**src/rtl/user_tree_pkg.sv**
```systemverilog
// Message-tree description shared by the decoder chain: identifier paths per message,
// node payloads, and the token/state types used by the tree position tracker.
package user_tree_pkg;

    localparam int NUM_MSG_HIERARCHY = 2;
    localparam int NUM_MSGS          = 2;
    localparam int IDENTIFIER_SIZE   = 5;
    localparam int NODE_W            = 8;
    localparam int DEPTH_W           = $clog2(NUM_MSG_HIERARCHY + 1);

    localparam logic [IDENTIFIER_SIZE-1:0] TREE_ID_EMPTY = '0;

    // Slot [NUM_MSG_HIERARCHY-1] is the outermost identifier; unused slots hold 0.
    typedef logic [NUM_MSG_HIERARCHY-1:0][IDENTIFIER_SIZE-1:0] dependency;
    typedef logic [NODE_W-1:0] node_data;

    typedef enum logic [1:0] {
        OP_ENTER = 2'd0,
        OP_LEAVE = 2'd1,
        OP_CLEAR = 2'd2,
        OP_NOP   = 2'd3
    } tree_op_t;

    typedef enum logic [1:0] {
        ST_IDLE   = 2'd0,
        ST_SEARCH = 2'd1,
        ST_RESP   = 2'd2
    } lookup_state_t;

    // Row 0: PhoneNumber (Person.phone), row 1: Person.
    localparam dependency dependencies [NUM_MSGS] = '{
        dependency'({5'd1, 5'd4}),
        dependency'({5'd1, 5'd0})
    };

    localparam node_data node_ROM [NUM_MSGS] = '{8'd1, 8'd0};

endpackage

```
**src/rtl/tree_node_lookup_if.sv**
```systemverilog
// Token input / lookup result bundle between the tag decoder, the tree tracker
// and the per-message handlers.
interface tree_node_lookup_if #(
    parameter int ID_W = user_tree_pkg::IDENTIFIER_SIZE,
    parameter int DW   = user_tree_pkg::DEPTH_W
);
    import user_tree_pkg::*;

    logic            in_valid;
    logic            in_ready;
    tree_op_t        in_op;
    logic [ID_W-1:0] in_id;
    logic            out_valid;
    logic            out_ready;
    logic            out_hit;
    node_data        out_node;
    logic [DW-1:0]   out_depth;
    logic            err_overflow;
    logic            err_underflow;
    logic            err_bad_id;

    modport master (
        output in_valid, in_op, in_id, out_ready,
        input  in_ready, out_valid, out_hit, out_node, out_depth,
        input  err_overflow, err_underflow, err_bad_id
    );

    modport slave (
        input  in_valid, in_op, in_id, out_ready,
        output in_ready, out_valid, out_hit, out_node, out_depth,
        output err_overflow, err_underflow, err_bad_id
    );

endinterface

```
**src/rtl/tree_path_stack.sv**
```systemverilog
// Identifier path and depth register; the path fills from the outermost slot down,
// so a LEAVE always clears the most recently written slot.
module tree_path_stack
    import user_tree_pkg::*;
#(
    parameter int DEPTH = NUM_MSG_HIERARCHY,
    parameter int ID_W  = IDENTIFIER_SIZE,
    localparam int DW   = $clog2(DEPTH + 1)
) (
    input  logic                       clk,
    input  logic                       rst,
    input  logic                       i_push,
    input  logic                       i_pop,
    input  logic                       i_clear,
    input  logic [ID_W-1:0]            i_id,
    output logic [DEPTH-1:0][ID_W-1:0] o_path,
    output logic [DW-1:0]              o_depth,
    output logic                       o_pushed,
    output logic                       o_overflow,
    output logic                       o_underflow
);

    localparam int SW = (DEPTH > 1) ? $clog2(DEPTH) : 1;

    logic [DEPTH-1:0][ID_W-1:0] r_path;
    logic [DW-1:0]              r_depth;
    logic                       w_full;
    logic                       w_empty;
    logic                       w_popped;
    logic [SW-1:0]              w_push_slot;
    logic [SW-1:0]              w_pop_slot;

    assign w_full      = (r_depth == DW'(DEPTH));
    assign w_empty     = (r_depth == '0);
    assign w_push_slot = SW'(DEPTH - 1 - int'(r_depth));
    assign w_pop_slot  = SW'(DEPTH - int'(r_depth));

    // A zero identifier would be indistinguishable from an empty slot, so it never lands.
    assign o_pushed    = i_push && !w_full && (i_id != ID_W'(TREE_ID_EMPTY));
    assign w_popped    = i_pop && !w_empty;
    assign o_overflow  = i_push && w_full;
    assign o_underflow = i_pop && w_empty;

    always_ff @(posedge clk) begin
        if (rst || i_clear) begin
            r_path  <= '0;
            r_depth <= '0;
        end else if (o_pushed) begin
            r_path[w_push_slot] <= i_id;
            r_depth             <= r_depth + 1'b1;
        end else if (w_popped) begin
            r_path[w_pop_slot] <= '0;
            r_depth            <= r_depth - 1'b1;
        end
    end

    assign o_path  = r_path;
    assign o_depth = r_depth;

endmodule

```
**src/rtl/tree_node_lookup.sv**
```systemverilog
// Tracks the position in the message tree from ENTER/LEAVE/CLEAR tokens and, after
// each successful ENTER, scans the dependency table to report the matching node.
module tree_node_lookup
    import user_tree_pkg::*;
#(
    parameter int DEPTH   = NUM_MSG_HIERARCHY,
    parameter int ENTRIES = NUM_MSGS,
    parameter int ID_W    = IDENTIFIER_SIZE
) (
    input logic               clk,
    input logic               rst,
    tree_node_lookup_if.slave bus
);

    localparam int KW = (ENTRIES > 1) ? $clog2(ENTRIES) : 1;
    localparam int DW = $clog2(DEPTH + 1);

    lookup_state_t              r_state;
    logic [KW-1:0]              r_k;
    logic                       r_out_valid;
    logic                       r_hit;
    node_data                   r_node;
    logic                       r_err_overflow;
    logic                       r_err_underflow;
    logic                       r_err_bad_id;

    logic                       w_accept;
    logic                       w_enter;
    logic                       w_leave;
    logic                       w_clear;
    logic                       w_bad_id;
    logic                       w_pushed;
    logic                       w_overflow;
    logic                       w_underflow;
    logic                       w_match;
    logic                       w_last;
    logic [DEPTH-1:0][ID_W-1:0] w_path;
    logic [DW-1:0]              w_depth;

    assign w_accept = bus.in_valid && (r_state == ST_IDLE);
    assign w_enter  = w_accept && (bus.in_op == OP_ENTER);
    assign w_leave  = w_accept && (bus.in_op == OP_LEAVE);
    assign w_clear  = w_accept && (bus.in_op == OP_CLEAR);
    assign w_bad_id = w_enter && (bus.in_id == ID_W'(TREE_ID_EMPTY));

    tree_path_stack #(
        .DEPTH (DEPTH),
        .ID_W  (ID_W)
    ) u_stack (
        .clk         (clk),
        .rst         (rst),
        .i_push      (w_enter),
        .i_pop       (w_leave),
        .i_clear     (w_clear),
        .i_id        (bus.in_id),
        .o_path      (w_path),
        .o_depth     (w_depth),
        .o_pushed    (w_pushed),
        .o_overflow  (w_overflow),
        .o_underflow (w_underflow)
    );

    // Whole-path compare: empty slots are 0 in both the path and the table rows.
    assign w_match = (w_path == dependencies[r_k]);
    assign w_last  = (r_k == KW'(ENTRIES - 1));

    always_ff @(posedge clk) begin
        if (rst) begin
            r_state         <= ST_IDLE;
            r_k             <= '0;
            r_out_valid     <= 1'b0;
            r_hit           <= 1'b0;
            r_node          <= '0;
            r_err_overflow  <= 1'b0;
            r_err_underflow <= 1'b0;
            r_err_bad_id    <= 1'b0;
        end else begin
            if (w_clear) begin
                r_err_overflow  <= 1'b0;
                r_err_underflow <= 1'b0;
                r_err_bad_id    <= 1'b0;
            end else begin
                if (w_overflow)  r_err_overflow  <= 1'b1;
                if (w_underflow) r_err_underflow <= 1'b1;
                if (w_bad_id)    r_err_bad_id    <= 1'b1;
            end

            case (r_state)
                ST_IDLE: begin
                    if (w_pushed) begin
                        r_state <= ST_SEARCH;
                        r_k     <= '0;
                    end
                end
                ST_SEARCH: begin
                    // Ascending scan: the lowest matching row wins.
                    if (w_match) begin
                        r_state     <= ST_RESP;
                        r_out_valid <= 1'b1;
                        r_hit       <= 1'b1;
                        r_node      <= node_ROM[r_k];
                    end else if (w_last) begin
                        r_state     <= ST_RESP;
                        r_out_valid <= 1'b1;
                        r_hit       <= 1'b0;
                        r_node      <= '0;
                    end else begin
                        r_k <= r_k + 1'b1;
                    end
                end
                ST_RESP: begin
                    if (bus.out_ready) begin
                        r_state     <= ST_IDLE;
                        r_out_valid <= 1'b0;
                    end
                end
                default: r_state <= ST_IDLE;
            endcase
        end
    end

    assign bus.in_ready      = (r_state == ST_IDLE);
    assign bus.out_valid     = r_out_valid;
    assign bus.out_hit       = r_hit;
    assign bus.out_node      = r_node;
    assign bus.out_depth     = w_depth;
    assign bus.err_overflow  = r_err_overflow;
    assign bus.err_underflow = r_err_underflow;
    assign bus.err_bad_id    = r_err_bad_id;

endmodule

```
**src/flat_wrapper.sv**
```systemverilog
// flat-port wrapper written by rule: the top's interface ports become plain ports
module tree_node_lookup_flat import user_tree_pkg::*;
#(
    parameter int DEPTH   = NUM_MSG_HIERARCHY,
    parameter int ENTRIES = NUM_MSGS,
    parameter int ID_W    = IDENTIFIER_SIZE
)
  (clk, rst, bus_in_valid, bus_in_op, bus_in_id, bus_out_ready, bus_in_ready, bus_out_valid, bus_out_hit, bus_out_node, bus_out_depth, bus_err_overflow, bus_err_underflow, bus_err_bad_id);
  tree_node_lookup_if #(.ID_W(ID_W)) bus_i ();
  input logic clk;
  input logic rst;
  input wire logic [$bits(bus_i.in_valid)-1:0] bus_in_valid;
  input wire logic [$bits(bus_i.in_op)-1:0] bus_in_op;
  input wire logic [$bits(bus_i.in_id)-1:0] bus_in_id;
  input wire logic [$bits(bus_i.out_ready)-1:0] bus_out_ready;
  output wire logic [$bits(bus_i.in_ready)-1:0] bus_in_ready;
  output wire logic [$bits(bus_i.out_valid)-1:0] bus_out_valid;
  output wire logic [$bits(bus_i.out_hit)-1:0] bus_out_hit;
  output wire logic [$bits(bus_i.out_node)-1:0] bus_out_node;
  output wire logic [$bits(bus_i.out_depth)-1:0] bus_out_depth;
  output wire logic [$bits(bus_i.err_overflow)-1:0] bus_err_overflow;
  output wire logic [$bits(bus_i.err_underflow)-1:0] bus_err_underflow;
  output wire logic [$bits(bus_i.err_bad_id)-1:0] bus_err_bad_id;
  assign bus_i.in_valid = bus_in_valid;
  assign bus_i.in_op = bus_in_op;
  assign bus_i.in_id = bus_in_id;
  assign bus_i.out_ready = bus_out_ready;
  assign bus_in_ready = bus_i.in_ready;
  assign bus_out_valid = bus_i.out_valid;
  assign bus_out_hit = bus_i.out_hit;
  assign bus_out_node = bus_i.out_node;
  assign bus_out_depth = bus_i.out_depth;
  assign bus_err_overflow = bus_i.err_overflow;
  assign bus_err_underflow = bus_i.err_underflow;
  assign bus_err_bad_id = bus_i.err_bad_id;
  tree_node_lookup #(.DEPTH(DEPTH), .ENTRIES(ENTRIES), .ID_W(ID_W)) u_core (.clk(clk), .rst(rst), .bus(bus_i));
endmodule
```
**config.mk**
```make
export PLATFORM = sky130hd
export DESIGN_NAME = tree_node_lookup_flat
export DESIGN_NICKNAME = d
export VERILOG_FILES = /design/src/rtl/user_tree_pkg.sv /design/src/rtl/tree_node_lookup_if.sv /design/src/rtl/tree_path_stack.sv /design/src/rtl/tree_node_lookup.sv /design/src/flat_wrapper.sv
export SDC_FILE = /design/constraint.sdc
export NUM_CORES = 1
export LEC_CHECK = 0
export ABC_AREA = 1
export ABC_CLOCK_PERIOD_IN_PS = 4500
export CELL_PAD_IN_SITES_DETAIL_PLACEMENT = 0
export CELL_PAD_IN_SITES_GLOBAL_PLACEMENT = 2
export CORE_MARGIN = 2
export CORE_UTILIZATION = 30
export CTS_BUF_LIST = sky130_fd_sc_hd__clkbuf_2
export DETAILED_ROUTE_END_ITERATION = 16
export PLACE_DENSITY_LB_ADDON = 0.1
export SLEW_MARGIN = 20
export SYNTH_ARGS = -nofsm -noshare
export SYNTH_HDL_FRONTEND = slang
export SYNTH_SLANG_ARGS = --single-unit
```
**constraint.sdc**
```tcl
create_clock -name clk -period 4.5 [get_ports clk]
set_input_delay 0.675 -clock clk [delete_from_list [all_inputs] [get_ports clk]]
set_output_delay 0.675 -clock clk [all_outputs]
set_load 0.02 [all_outputs]
```
==> results of run 1 <==
==> cell usage in the layout, fill, tap and decap left out <==
cell / count
a21oi_1: 16
a21oi_4: 1
a31oi_1: 1
clkbuf_2: 4
clkdlybuf4s50_1: 19
clkinv_2: 1
conb_1: 7
dfxtp_1: 21
ha_1: 5
inv_1: 24
nand2_1: 45
nand2_2: 3
nand2_4: 1
nand3_1: 11
nand3b_1: 1
nand4_1: 2
nor2_1: 17
nor2_2: 2
nor2_4: 1
nor3_1: 1
nor3_2: 1
o21a_1: 1
o21ai_0: 12
o21ai_1: 1
or2_2: 2
==> registers in the layout (all words and copies together), names as in the netlist <==
signal                    count
u_core.bus.err_bad_id         1
u_core.bus.err_overflow       1
u_core.bus.err_underflow      1
u_core.bus.out_hit            1
u_core.bus.out_node           1
u_core.bus.out_valid          1
u_core.r_k                    1
u_core.r_state                2
u_core.u_stack.o_depth        2
u_core.u_stack.o_path        10
==> how the worst min path moves through the flow <==
stage | endpoint | cells after the start
floorplan | u_core.u_stack.o_path[9]$_SDFFE_PP0P_ | 2
global placement | u_core.bus.err_underflow$_SDFFE_PP0P_ | 2
detailed placement | u_core.bus.out_node[0]$_SDFFE_PP0P_ | 2
CTS | u_core.bus.out_node[0]$_SDFFE_PP0P_ | 2
global route | u_core.u_stack.o_path[9]$_SDFFE_PP0P_ | 2
finish | u_core.bus.out_node[0]$_SDFFE_PP0P_ | 2
==> worst reg2reg max path: cells and delay by family (launching register included) <==
family	cells	cell delay [ps]
buf+inv	3	230
simple gates	8	1010
fa+ha+maj	1	290
flops	1	360
==> cell families (layout without fill, tap and decap cells) <==
logic type	count (synthesis)	after routing	synth area share, %
buffers and inverters	36	48	14.3
flip-flops	21	21	34.3
AND/OR/NAND/NOR	87	87	31.7
AO/OA/AOI/OAI	32	32	14.3
adder cells (fa/ha/maj)	5	5	5.10
other	1	7	0.306
==> cells in the mapped netlist (all sizes together), types with 2 or more instances <==
cell / n
a21oi: 17
buf: 10
dfxtp: 21
ha: 5
inv: 24
nand2: 49
nand3: 11
nand4: 2
nor2: 20
nor3: 2
o21ai: 13
or2: 2
==> final cells by class <==
| cell class | count | area, µm² | share of cell area (%) |
|---|---|---|---|
| multi-input cells | 131 | 653 | 45.3 |
| repair buffers | 19 | 190 | 13.2 |
| inverters | 25 | 95.1 | 6.60 |
| well taps | 50 | 62.6 | 4.34 |
| flip-flops and latches | 21 | 420 | 29.2 |
| clock buffers | 4 | 20.0 | 1.39 |
==> power by group through the flow <==
stage               Combinational [mW]  Sequential [mW]  Clock, mW
finish                           0.189            0.214     0.0839
global route                     0.222            0.217     0.0974
CTS                              0.192            0.214     0.0904
detailed placement               0.191            0.218          0
global placement                 0.193            0.218          0
floorplan                        0.140            0.220          0
==> routing by layer <==
layer  GRT usage (%)  share of wire (%)  vias to the layer above
met5               0                  0                        -
met4            3.00                  0                        0
met3            2.14                3.7                        0
met2            20.3                 43                       26
met1            19.6                 53                      490
li1                -                  -                      592
==> flow_metrics.py, run 1 <==
metrics = {
    "timing": {
        "setup_ws_ps": 2090,
        "clock.fmax_mhz": 414,
        "min_period_ps": 2410,
        "maxSlewViolCount": 0,
        "rsz0062_at_grt": "false",
        "min_period_over_period_pct": 53.6,
        "fin_skew_ps": 8.99,
        "finalSetupTns_ps": 0,
        "hold_violations": 0,
        "whs_ps": 471,
        "finalSetupViolCount": 0,
    },
    "critical_path": {
        "crit_end": "bus_in_ready",
        "cp-startpoint": "u_core.r_state[1]$_SDFFE_PP0P_",
        "reg2reg_slack_ps": 2550,
        "endpoint_kind": "primary output",
        "critical_path_buf_inv_count": 2,
        "critical_path_class": "flop to primary output",
        "cp-start-kind": "flop",
        "r2r_cells": 12,
        "cpLargestDelayFamily": "buffers and inverters",
        "required_ps": 3830,
        "worstReg2RegEnd": "u_core.r_state[1]$_SDFFE_PP0P_",
        "path_cells": "inv_1 > ha_1 > clkdlybuf4s50_1",
        "crit_fanout": 5,
        "cp.depth": 3,
        "arrival_ps": 1740,
        "worstReg2RegStart": "u_core.r_state[1]$_SDFFE_PP0P_",
        "crit_slowest_cell": "clkdlybuf4s50_1",
        "crit_path_max_incr_delay_ps": 640,
    },
    "synth": {
        "synth_edf_count": 0,
        "ys_ff_latch": 21,
        "syn_area_um2": 1230,
        "ys_warn_count": 0,
        "syn_inst": 182,
        "async_reset_ff_share_pct": 0,
        "synthDistinctLibCells": 27,
        "ys.flop_type": "dfxtp_1",
        "seq_area_frac_synth_pct": 34.3,
        "syn_area_per_cell_um2": 6.74,
        "yosys.area.top_type": "dfxtp_1",
        "yosysTopAreaCellShare_pct": 34.3,
        "synth_area_leaders": "dfxtp_1 34%, nand2_1 14%, inv_1 7.3%, a21oi_1 6.5%, nor2_1 5.2%",
    },
    "clock_network": {
        "htreeDepth": 1,
        "clkSinkCount": 21,
        "clock_latency_ps": 320,
        "numCtsBuffers": 3,
        "post_cts_resize_count": 0,
        "post_cts_buffers": 0,
        "cts_tree": "built",
        "clock-root-buffer": "clkbuf_2",
        "path_clk_slew_ps": 200,
        "ctsHoldBuffers": 0,
        "clk_path_buf_depth": 2,
    },
    "place": {
        "io_buffers": 19,
        "hpwl_mm": 2.11,
        "placed_area_um2": 1420,
        "place.gp.congestion": 0.718,
        "place_inst": 246,
        "post-place-ws_ps": 2110,
    },
    "final_layout": {
        "diodes": 0,
        "area_growth_syn_to_layout_pct": 17.6,
        "fin_cells": 250,
        "n_fill_cell": 433,
        "design_area_um2": 1440,
        "final_core_util_pct": 36.3,
        "layout-drive-gt1-share_pct": 8.00,
        "nNetsFinal": 217,
    },
    "global_routing": {
        "grt_usage_pct": 13.3,
        "first_global_vias": 1044,
        "grt_pass1_wl_mm": 4.66,
        "antenna_found_initial": 0,
        "overflow": 0,
        "grt_max_degree": 22,
    },
    "run_status": {
        "outcome": "finished, final reports clean",
    },
    "die": {
        "core_area_um2": 3970,
        "initial_core_util_pct": 30.9,
        "die_h_um": 67.9,
        "dieWidth_um": 67.9,
        "rows": 23,
        "dieArea_um2": 4610,
        "io_pins": 27,
    },
    "routing": {
        "firstDrtPassIters": 4,
        "vias_per_cell": 4.43,
        "detail-route-antenna-nets": 0,
        "wirelength_mm": 2.76,
        "post_drt_wl_per_cell_um": 11.0,
        "route.detailed.drc": 0,
        "vias": 1108,
        "initialDrtViolationCount": 53,
    },
    "min_path": {
        "hold_start": "u_core.bus.out_node[0]$_SDFFE_PP0P_",
        "hp-class": "flop to flop",
    },
    "pwr": {
        "clockPowerShare_pct": 17.2,
        "p_switching_mw": 0.190,
        "leakagePower_nw": 0.587,
        "switching_share_pct": 38.9,
        "powerDensity_nw_per_um2": 338,
        "p_seq_share_pct": 43.9,
        "total_power_mw": 0.488,
        "irDropWorstVdd_mv": 0.165,
        "pwr-share-comb_pct": 38.8,
        "p_int_mw": 0.298,
    },
    "flow_run": {
        "drv_cap": 0,
    },
}
No activity file was read; power rests on OpenSTA's default activity.
==> inputs of run 2 (changes only) <==
ABC_CLOCK_PERIOD_IN_PS = 2500   (was 4500)
CORE_UTILIZATION = 28   (was 30)
clock period = 2.5 ns   (was 4.5 ns; I/O delays follow)
==> run 2 against run 1 <==
Die area is 6.7% higher. Non-clock buffer count stayed put. Register-to-register slack worse by 2000 ps. Worst hold slack worse by 11 ps. Clock-buffer cell count stayed put. Cell area is 0.17% higher. Critical path type unchanged.
==> flow_metrics.py, run 2 (synthesized netlist as in run 1, its figures left out) <==
metrics = {
    "global_routing": {
        "grt_usage_pct": 11.7,
        "grt_pass1_wl_mm": 4.64,
        "overflow": 0,
        "antenna_found_initial": 0,
        "grt_max_degree": 22,
        "first_global_vias": 996,
    },
    "routing": {
        "vias_per_cell": 4.33,
        "firstDrtPassIters": 4,
        "vias": 1091,
        "wirelength_mm": 2.71,
        "initialDrtViolationCount": 57,
        "detail-route-antenna-nets": 0,
        "post_drt_wl_per_cell_um": 10.8,
        "route.detailed.drc": 0,
    },
    "final_layout": {
        "multi_input_area_um2": 653,
        "n_fill_cell": 473,
        "nNetsFinal": 217,
        "fin_cells": 252,
        "final_cell_mix": "45 x nand2_1, 24 x inv_1, 21 x dfxtp_1",
        "diodes": 0,
        "layout-drive-gt1-share_pct": 8.00,
        "seq_area_um2": 420,
        "area_growth_syn_to_layout_pct": 17.8,
        "layout_commonest_cell": "nand2_1",
        "largest_reg_flops": 10,
    },
    "timing": {
        "finalSetupTns_ps": 0,
        "finalSetupViolCount": 0,
        "min_period_ps": 2120,
        "min_period_over_period_pct": 84.7,
        "clock.fmax_mhz": 472,
        "rsz0062_at_grt": "false",
        "setup_ws_ps": 381,
        "fin_skew_ps": 6.57,
        "hold_violations": 0,
        "maxSlewViolCount": 0,
    },
    "min_path": {
        "hold_start": "u_core.bus.out_node[0]$_SDFFE_PP0P_",
        "whs_endpoint": "u_core.bus.out_node[0]$_SDFFE_PP0P_",
        "hp-class": "flop to flop",
        "hold_path_depth": 2,
    },
    "critical_path": {
        "worstReg2RegEnd": "u_core.r_state[1]$_SDFFE_PP0P_",
        "path_cells": "inv_1 > ha_1 > clkdlybuf4s50_1",
        "worstReg2RegStart": "u_core.r_state[0]$_SDFFE_PP0P_",
        "crit_path_max_incr_delay_ps": 640,
        "r2r_cells": 12,
        "critical_path_buf_inv_count": 2,
        "critical_path_class": "flop to primary output",
        "required_ps": 2120,
        "reg2reg_slack_ps": 580,
        "arrival_ps": 1740,
        "crit_slowest_cell": "clkdlybuf4s50_1",
        "endpoint_kind": "primary output",
        "crit_fanout": 5,
        "cpLargestDelayFamily": "buffers and inverters",
        "cp-start-kind": "flop",
    },
    "die": {
        "rows": 24,
        "dieWidth_um": 70.2,
        "core_area_um2": 4290,
        "dieArea_um2": 4920,
        "die_h_um": 70.2,
        "initial_core_util_pct": 28.6,
        "io_pins": 27,
    },
    "flow_run": {
        "drv_cap": 0,
    },
    "place": {
        "hpwl_mm": 2.12,
        "place_inst": 248,
        "post-place-ws_ps": 392,
        "io_buffers": 19,
        "place.gp.congestion": 0.779,
    },
    "clock_network": {
        "clk_path_buf_depth": 2,
        "clock-root-buffer": "clkbuf_2",
        "numCtsBuffers": 3,
        "clock_latency_ps": 330,
        "clkSinkCount": 21,
        "post_cts_buffers": 0,
        "post_cts_resize_count": 0,
        "path_clk_slew_ps": 210,
        "cts_tree": "built",
        "ctsHoldBuffers": 0,
        "htreeDepth": 1,
    },
    "pwr": {
        "leakagePower_nw": 0.587,
        "powerDensity_nw_per_um2": 606,
        "total_power_mw": 0.875,
        "irDropWorstVdd_mv": 0.155,
    },
    "run_status": {
        "outcome": "finished, final reports clean",
    },
}
==> run 2: cell counts in the layout (fill, tap and decap cells not counted) <==
No cell type changed its count.
==> run 2: worst max-delay path by stage <==
stage                                                  to                      startpoint  slack [ps]  cells after the start
global route                                 bus_in_ready  u_core.r_state[1]$_SDFFE_PP0P_         240                      3
global placement           u_core.r_state[0]$_SDFFE_PP0P_                    bus_in_id[4]         420                      9
CTS                                          bus_in_ready  u_core.r_state[0]$_SDFFE_PP0P_         330                      3
detailed placement         u_core.r_state[0]$_SDFFE_PP0P_                    bus_in_id[4]         390                      9
floorplan           u_core.u_stack.o_path[6]$_SDFFE_PP0P_  u_core.r_state[0]$_SDFFE_PP0P_         820                     12
finish                                       bus_in_ready  u_core.r_state[0]$_SDFFE_PP0P_         380                      3
==> run 2: layout make-up <==
cell class	count	area share, %
multi-input combinational	131	45.2
clock buffer	4	1.39
timing repair buffer	19	13.2
inverter	25	6.59
tap	52	4.51
sequential	21	29.1
==> run 2: layer usage <==
| layer | part of all wire, % | GRT usage, % | wire [µm] |
|---|---|---|---|
| met5 | 0 | 0 | 0 |
| met1 | 51 | 16.6 | 1380 |
| met2 | 44 | 17.5 | 1200 |
| met4 | 1.1 | 3.85 | 30 |
| met3 | 3.8 | 2.45 | 102 |
==> run 2: report_power, final <==
part           internal, mW  switching, mW
clock network        0.0423          0.110
registers             0.365         0.0214
logic                 0.129          0.209
total                 0.536          0.340
==> run 2: metrics by stage <==
step | cell area (µm²) | hold WS (ps) | util (%)
floorplan | 1250 | 437 | -
global placement | 1420 | 437 | 33.2
detailed placement | 1420 | 437 | 33.2
CTS | 1440 | 463 | 33.6
global route | 1440 | 518 | 33.6
finish | 1440 | 460 | 33.6
==> run 2: worst reg2reg max path, cell delays in order, from the launching register on <==
cell and delay (ps):
dfxtp_1 420, inv_1 100, ha_1 280, nand2_2 110
clkinv_2 70, nand2_4 80, nor2_4 40, nand2_2 280
nand2_1 190, nand3_1 140, nand2_1 60, inv_1 50
nor2_1 40
==> edit 1, RTL diff (settings of run 2) <==
Re-encode `lookup_state_t` (3 states) as one-hot, 3 bits wide.
--- a/src/rtl/user_tree_pkg.sv
+++ b/src/rtl/user_tree_pkg.sv
@@ -22,8 +22,8 @@
     } tree_op_t;
 
-    typedef enum logic [1:0] {
-        ST_IDLE   = 2'd0,
-        ST_SEARCH = 2'd1,
-        ST_RESP   = 2'd2
+    typedef enum logic [2:0] {
+        ST_IDLE   = 3'b001,
+        ST_SEARCH = 3'b010,
+        ST_RESP   = 3'b100
     } lookup_state_t;
 
Behaviour: no difference found for any inputs over 10 cycles, from zero or initial values and one cycle with rst high; not proved beyond that.
==> edit 1 against run 2 <==
Core utilization rose by 0.63 points. Sequential cell count rose by 1. Synthesized cell count rose by 23%. Die area rose by 8.7%. First-iteration DRC count rose by 40%. Cell count rose by 17%. Synthesized area rose by 9.3%. Count of clock-buffer cells in the layout fell by 1. Worst setup slack improved by 0.15 ns. Routed wire length rose by 19%. Final area rose by 11%. Global-route usage rose by 1.4 points. Critical path type unchanged.
Power is not compared: it rests on default switching activity, and its combinational part moved more than twofold at a synthesized area within 25%.
==> edit 1: results (changes against run 2) <==
run_status:
  status: "finished, final reports clean"
min_path:
  worstHoldPathType: "flop to flop"
  hold_path_startpoint: "u_core.bus.out_node[0]"
sta:
  worst-slew-pin-transition_ns: 0.637
  fin_skew_ns: 0.0268  # +0.0202 ns
global_route:
  grt_start_max_net_pins: 23  # +4.5%
  groute.usage.overall_pct: 13.1  # +1.4 points
  grt_pass1_vias: 1244  # +25%
  initial_antenna_violation_count: 0  # unchanged
  grt_pass1_wl_mm: 5.53  # +19%
clock_network:
  ctsResizeCount: 0  # unchanged
  post-cts-setup-buffer-count: 0  # unchanged
  maximum_count_of_clock_buffers_along_a_single_path: 2  # unchanged
  clk_root_buffer_cell: "sky130_fd_sc_hd__clkbuf_2"
  cts_buffer_count: 3  # unchanged
  clkSlewWorstSetupHoldPaths_ns: 0.23  # +0.02 ns
  clk-insertion-delay-late_ns: 0.34
  htreeDepth: 1  # unchanged
detailed_routing:
  detail_route.vias_per_cell: 4.47  # +3.3%
  detailedRoute.firstPassIterationCount: 5  # +1
  detailedRoute.firstIterationViolations: 80  # +40%
  drt-total-wl_mm: 3.24  # +19%
synth:
  ys_dominant_reg_cell: "sky130_fd_sc_hd__dfxtp_1"
  yosys_warnings: 0  # unchanged
  postSynth.asyncResetShare_pct: 0  # unchanged
  synth.lib_cells_used.distinct: 21  # -22%
  synth_common_cells: "sky130_fd_sc_hd__nand2_1, sky130_fd_sc_hd__nand3_1, sky130_fd_sc_hd__inv_1, sky130_fd_sc_hd__nor2_1, sky130_fd_sc_hd__dfxtp_1"
  synth_seq_area_share_pct: 32.9  # -1.4 points
  synth.top_cells.by_area: "sky130_fd_sc_hd__dfxtp_1, sky130_fd_sc_hd__nand2_1, sky130_fd_sc_hd__nand3_1, sky130_fd_sc_hd__inv_1, sky130_fd_sc_hd__nor2_1"
finish:
  drive_gt1_share_pct: 8.71  # +0.71 points
  nets: 253  # +17%
  antenna_cells_inserted: 0  # unchanged
  largest_register_ff_count: 10  # unchanged
placement:
  hpwl_mm: 2.50  # +18%
  place.gp.congestion: 0.762  # -2.2%
  count_of_buffers_from_port_buffering: 19  # unchanged
critical_path:
  critical_path_arrival_ns: 1.59  # -0.15 ns
  timing.critical_path.from: "u_core.r_state[0]"
  critical_path.max_fanout: 4  # -1
pwr:
  internal_power_mw: 0.534
  vdd.ir_drop.worst_mv: 0.206
  leakage_power_nw: 0.773
==> edit 1: power groups by stage <==
stage | clock network, mW | logic [mW] | registers, mW
4_1_cts | 0.263 | 0.110 | 0.361
5_1_grt | 0.274 | 0.121 | 0.362
3_3_place_gp | 0 | 0.110 | 0.368
3_5_place_dp | 0 | 0.110 | 0.368
6_report | 0.251 | 0.109 | 0.361
2_1_floorplan | 0 | 0.0752 | 0.369
==> edit 1: cell type report <==
type | instances | area (µm²)
fill | 529 | 3060
multi-input combinational | 157 | 696
sequential | 22 | 440
timing repair buffer | 22 | 213
inverter | 36 | 135
tap | 54 | 67.6
clock inverter | 1 | 30.0
clock buffer | 3 | 15.0
==> edit 1: kinds of logic after synthesis <==
family	Yosys count	share of synthesized area [%]
AO/OA/AOI/OAI	24	9.90
buffers and inverters	51	16.9
flip-flops	22	32.9
other	1	0.280
AND/OR/NAND/NOR	126	40.1
==> edit 1: worst paths after layout <==
kind / end / slack, ns / cells after the start
setup reg to reg: u_core.u_stack.o_path[6] / 0.85 / 7
hold reg to reg: u_core.bus.out_node[0] / 0.46 / 2
hold / removal: u_core.bus.out_node[0] / 0.46 / 2
setup / recovery: bus_in_ready / 0.54 / 3
==> edit 1: worst max-delay path, cell delays in order (launching register included) <==
cell and delay (ns):
sky130_fd_sc_hd__dfxtp_1 0.44, sky130_fd_sc_hd__nand3_1 0.12, sky130_fd_sc_hd__inv_1 0.09, sky130_fd_sc_hd__clkdlybuf4s50_1 0.60
==> edit 1: stage by stage <==
| stage | cell area, µm² | hold slack (ns) | cells | setup slack [ns] |
|---|---|---|---|---|
| 6_report | 1600 | 0.462 | 295 | 0.536 |
| 5_1_grt | 1600 | 0.498 | 295 | 0.404 |
| 4_1_cts | 1600 | 0.470 | 295 | 0.485 |
| 3_5_place_dp | 1550 | 0.442 | 291 | 0.276 |
| 3_3_place_gp | 1550 | 0.443 | 291 | 0.246 |
| 2_1_floorplan | 1360 | 0.444 | 230 | 1.17 |
==> edit 1: metal layers <==
metal  track usage, %  share of wire (%)  vias to the layer above
met5                0                  0                        -
met2             24.4                 52                       25
met4             2.26               0.46                        0
met3             2.90                3.1                        2
met1             15.3                 44                      576
li1                 -                  -                      716
==> edit 2, RTL diff (settings of run 2) <==
Without the edit above. The package constant `NUM_MSG_HIERARCHY` goes from 2 to 4.
--- a/src/rtl/user_tree_pkg.sv
+++ b/src/rtl/user_tree_pkg.sv
@@ -3,5 +3,5 @@
 package user_tree_pkg;
 
-    localparam int NUM_MSG_HIERARCHY = 2;
+    localparam int NUM_MSG_HIERARCHY = 4;
     localparam int NUM_MSGS          = 2;
     localparam int IDENTIFIER_SIZE   = 5;
Interface: changed (resized bus_out_depth); port bits go from 27 to 28. The function was not compared with the original's and may differ.
==> edit 2 against run 2 <==
Power increased by 44%. Routed wire length increased by 84%. Global-route usage increased by 3.4 points. Worst setup slack got worse by 0.047 ns. Synthesized area increased by 47%. Final area increased by 46%. Sequential cell count increased by 11. Non-clock buffer count increased by 7. Critical path type unchanged.
==> edit 2: results (changes against run 2) <==
run_status:
  status: "finished, final reports clean"
clock_network:
  clk-insertion-delay-late_ns: 0.37  # +0.04 ns
  htreeDepth: 2  # +1
  cts_buffer_count: 5  # +2
  clkSlewWorstSetupHoldPaths_ns: 0.16  # -0.05 ns
detailed_routing:
  detail_route.vias_per_cell: 4.58  # +5.9%
  num_vias: 1678  # +54%
  detailedRoute.firstPassIterationCount: 4  # unchanged
  drt-total-wl_mm: 5.00  # +84%
  detailedRoute.firstIterationViolations: 63  # +11%
pwr:
  switching_share_pct: 40.2  # +1.4 points
  vdd.ir_drop.worst_mv: 0.300  # +94%
  leakage_power_nw: 0.873  # +49%
synth:
  synthAdderAreaFrac_pct: 3.88  # -1.2 points
  share_of_the_synthesized_netlist_area_taken_by_xor_and_xnor_gates_pct: 0  # unchanged
  synth.top_cells.by_area: "sky130_fd_sc_hd__dfxtp_1, sky130_fd_sc_hd__nand2_1, sky130_fd_sc_hd__nand3_1, sky130_fd_sc_hd__a21oi_1, sky130_fd_sc_hd__nor2_1"
  synth_cells: 262  # +44%
  yosys_warnings: 0  # unchanged
  synth_common_cells: "sky130_fd_sc_hd__nand2_1, sky130_fd_sc_hd__nand3_1, sky130_fd_sc_hd__dfxtp_1"
  synth.lib_cells_used.distinct: 28  # +3.7%
  ys_dominant_reg_cell: "sky130_fd_sc_hd__dfxtp_1"
  synth_compound_gate_area_share_pct: 11.3  # -3.0 points
  synth_seq_area_share_pct: 35.5  # +1.2 points
critical_path:
  critical_path_arrival_ns: 1.79  # +0.05 ns
  reg2reg_to: "u_core.u_stack.o_path[17]"
  critical_path.max_fanout: 6  # +1
  worst_setup_path_endpoint: "bus_in_ready"
  reg2reg_depth: 9  # -3
  timing.rr.start: "u_core.r_state[0]"
  timing.reg2reg.setup_slack_ns: 0.38  # -0.20 ns
global_route:
  grt_pass1_wl_mm: 8.54  # +84%
  initial_antenna_violation_count: 0  # unchanged
  grt_start_max_net_pins: 25  # +14%
  groute.usage.overall_pct: 15.1  # +3.4 points
sta:
  setup_ws_ns: 0.334  # -0.0468 ns
  fin_skew_ns: 0.0158  # +0.00927 ns
finish:
  nets: 305  # +41%
  drive_gt1_share_pct: 9.34  # +1.3 points
  largest_register_ff_count: 20  # +10
placement:
  hpwl_mm: 3.72  # +76%
  preCtsSetupSlack_ns: 0.264  # -0.128 ns
  place.gp.congestion: 0.747  # -4.1%
  count_of_buffers_from_port_buffering: 20  # +1
  place.detailed.instances: 359  # +45%
min_path:
  whs_path_depth: 2  # unchanged
  worst_hold_path.endpoint: "u_core.bus.out_node[0]"
  worstHoldPathType: "flop to flop"
edit 2: power groups by stage:
| stage | Sequential (mW) | Clock (mW) | Combinational, mW |
|---|---|---|---|
| after global routing | 0.582 | 0.274 | 0.507 |
| after CTS | 0.578 | 0.254 | 0.452 |
| after global placement | 0.588 | 0 | 0.452 |
| after floorplan | 0.598 | 0 | 0.306 |
| after detailed placement | 0.589 | 0 | 0.449 |
| final | 0.577 | 0.239 | 0.449 |
edit 2: routing by layer:
layer | vias to the layer above | global-route usage [%] | part of all wire [%]
li1 | 890 | - | -
met2 | 18 | 24.0 | 46
met1 | 766 | 20.6 | 51
met5 | - | 0 | 0
met4 | 0 | 4.33 | 0.92
met3 | 4 | 3.24 | 2.2
edit 2: area by class of cell:
cell class / instances / area, µm²
Sequential cell: 32 / 641
Timing Repair Buffer: 26 / 245
Clock inverter: 2 / 7.51
Tap cell: 77 / 96.3
Clock buffer: 5 / 25.0
Multi-Input combinational cell: 199 / 992
Inverter: 25 / 98.8
Fill cell: 722 / 4170
edit 2: logic make-up (layout without fill, tap and decap cells):
family | after synthesis | after routing
AND/OR/NAND/NOR | 149 | 149
AO/OA/AOI/OAI | 38 | 38
buffers and inverters | 37 | 58
flip-flops | 32 | 32
adder cells (fa/ha/maj) | 5 | 5
other | 1 | 7
edit 2: critical path: stages, from the launching register on:
cell and delay [ns]:
sky130_fd_sc_hd__dfxtp_1 0.36, sky130_fd_sc_hd__inv_1 0.11, sky130_fd_sc_hd__ha_1 0.31, sky130_fd_sc_hd__clkdlybuf4s50_1 0.65
edit 2: per-stage QoR:
step | hold slack, ns | area (µm²)
detailed placement | 0.453 | 2070
global route | 0.496 | 2110
global placement | 0.437 | 2070
floorplan | 0.439 | 1830
finish | 0.469 | 2110
CTS | 0.474 | 2110
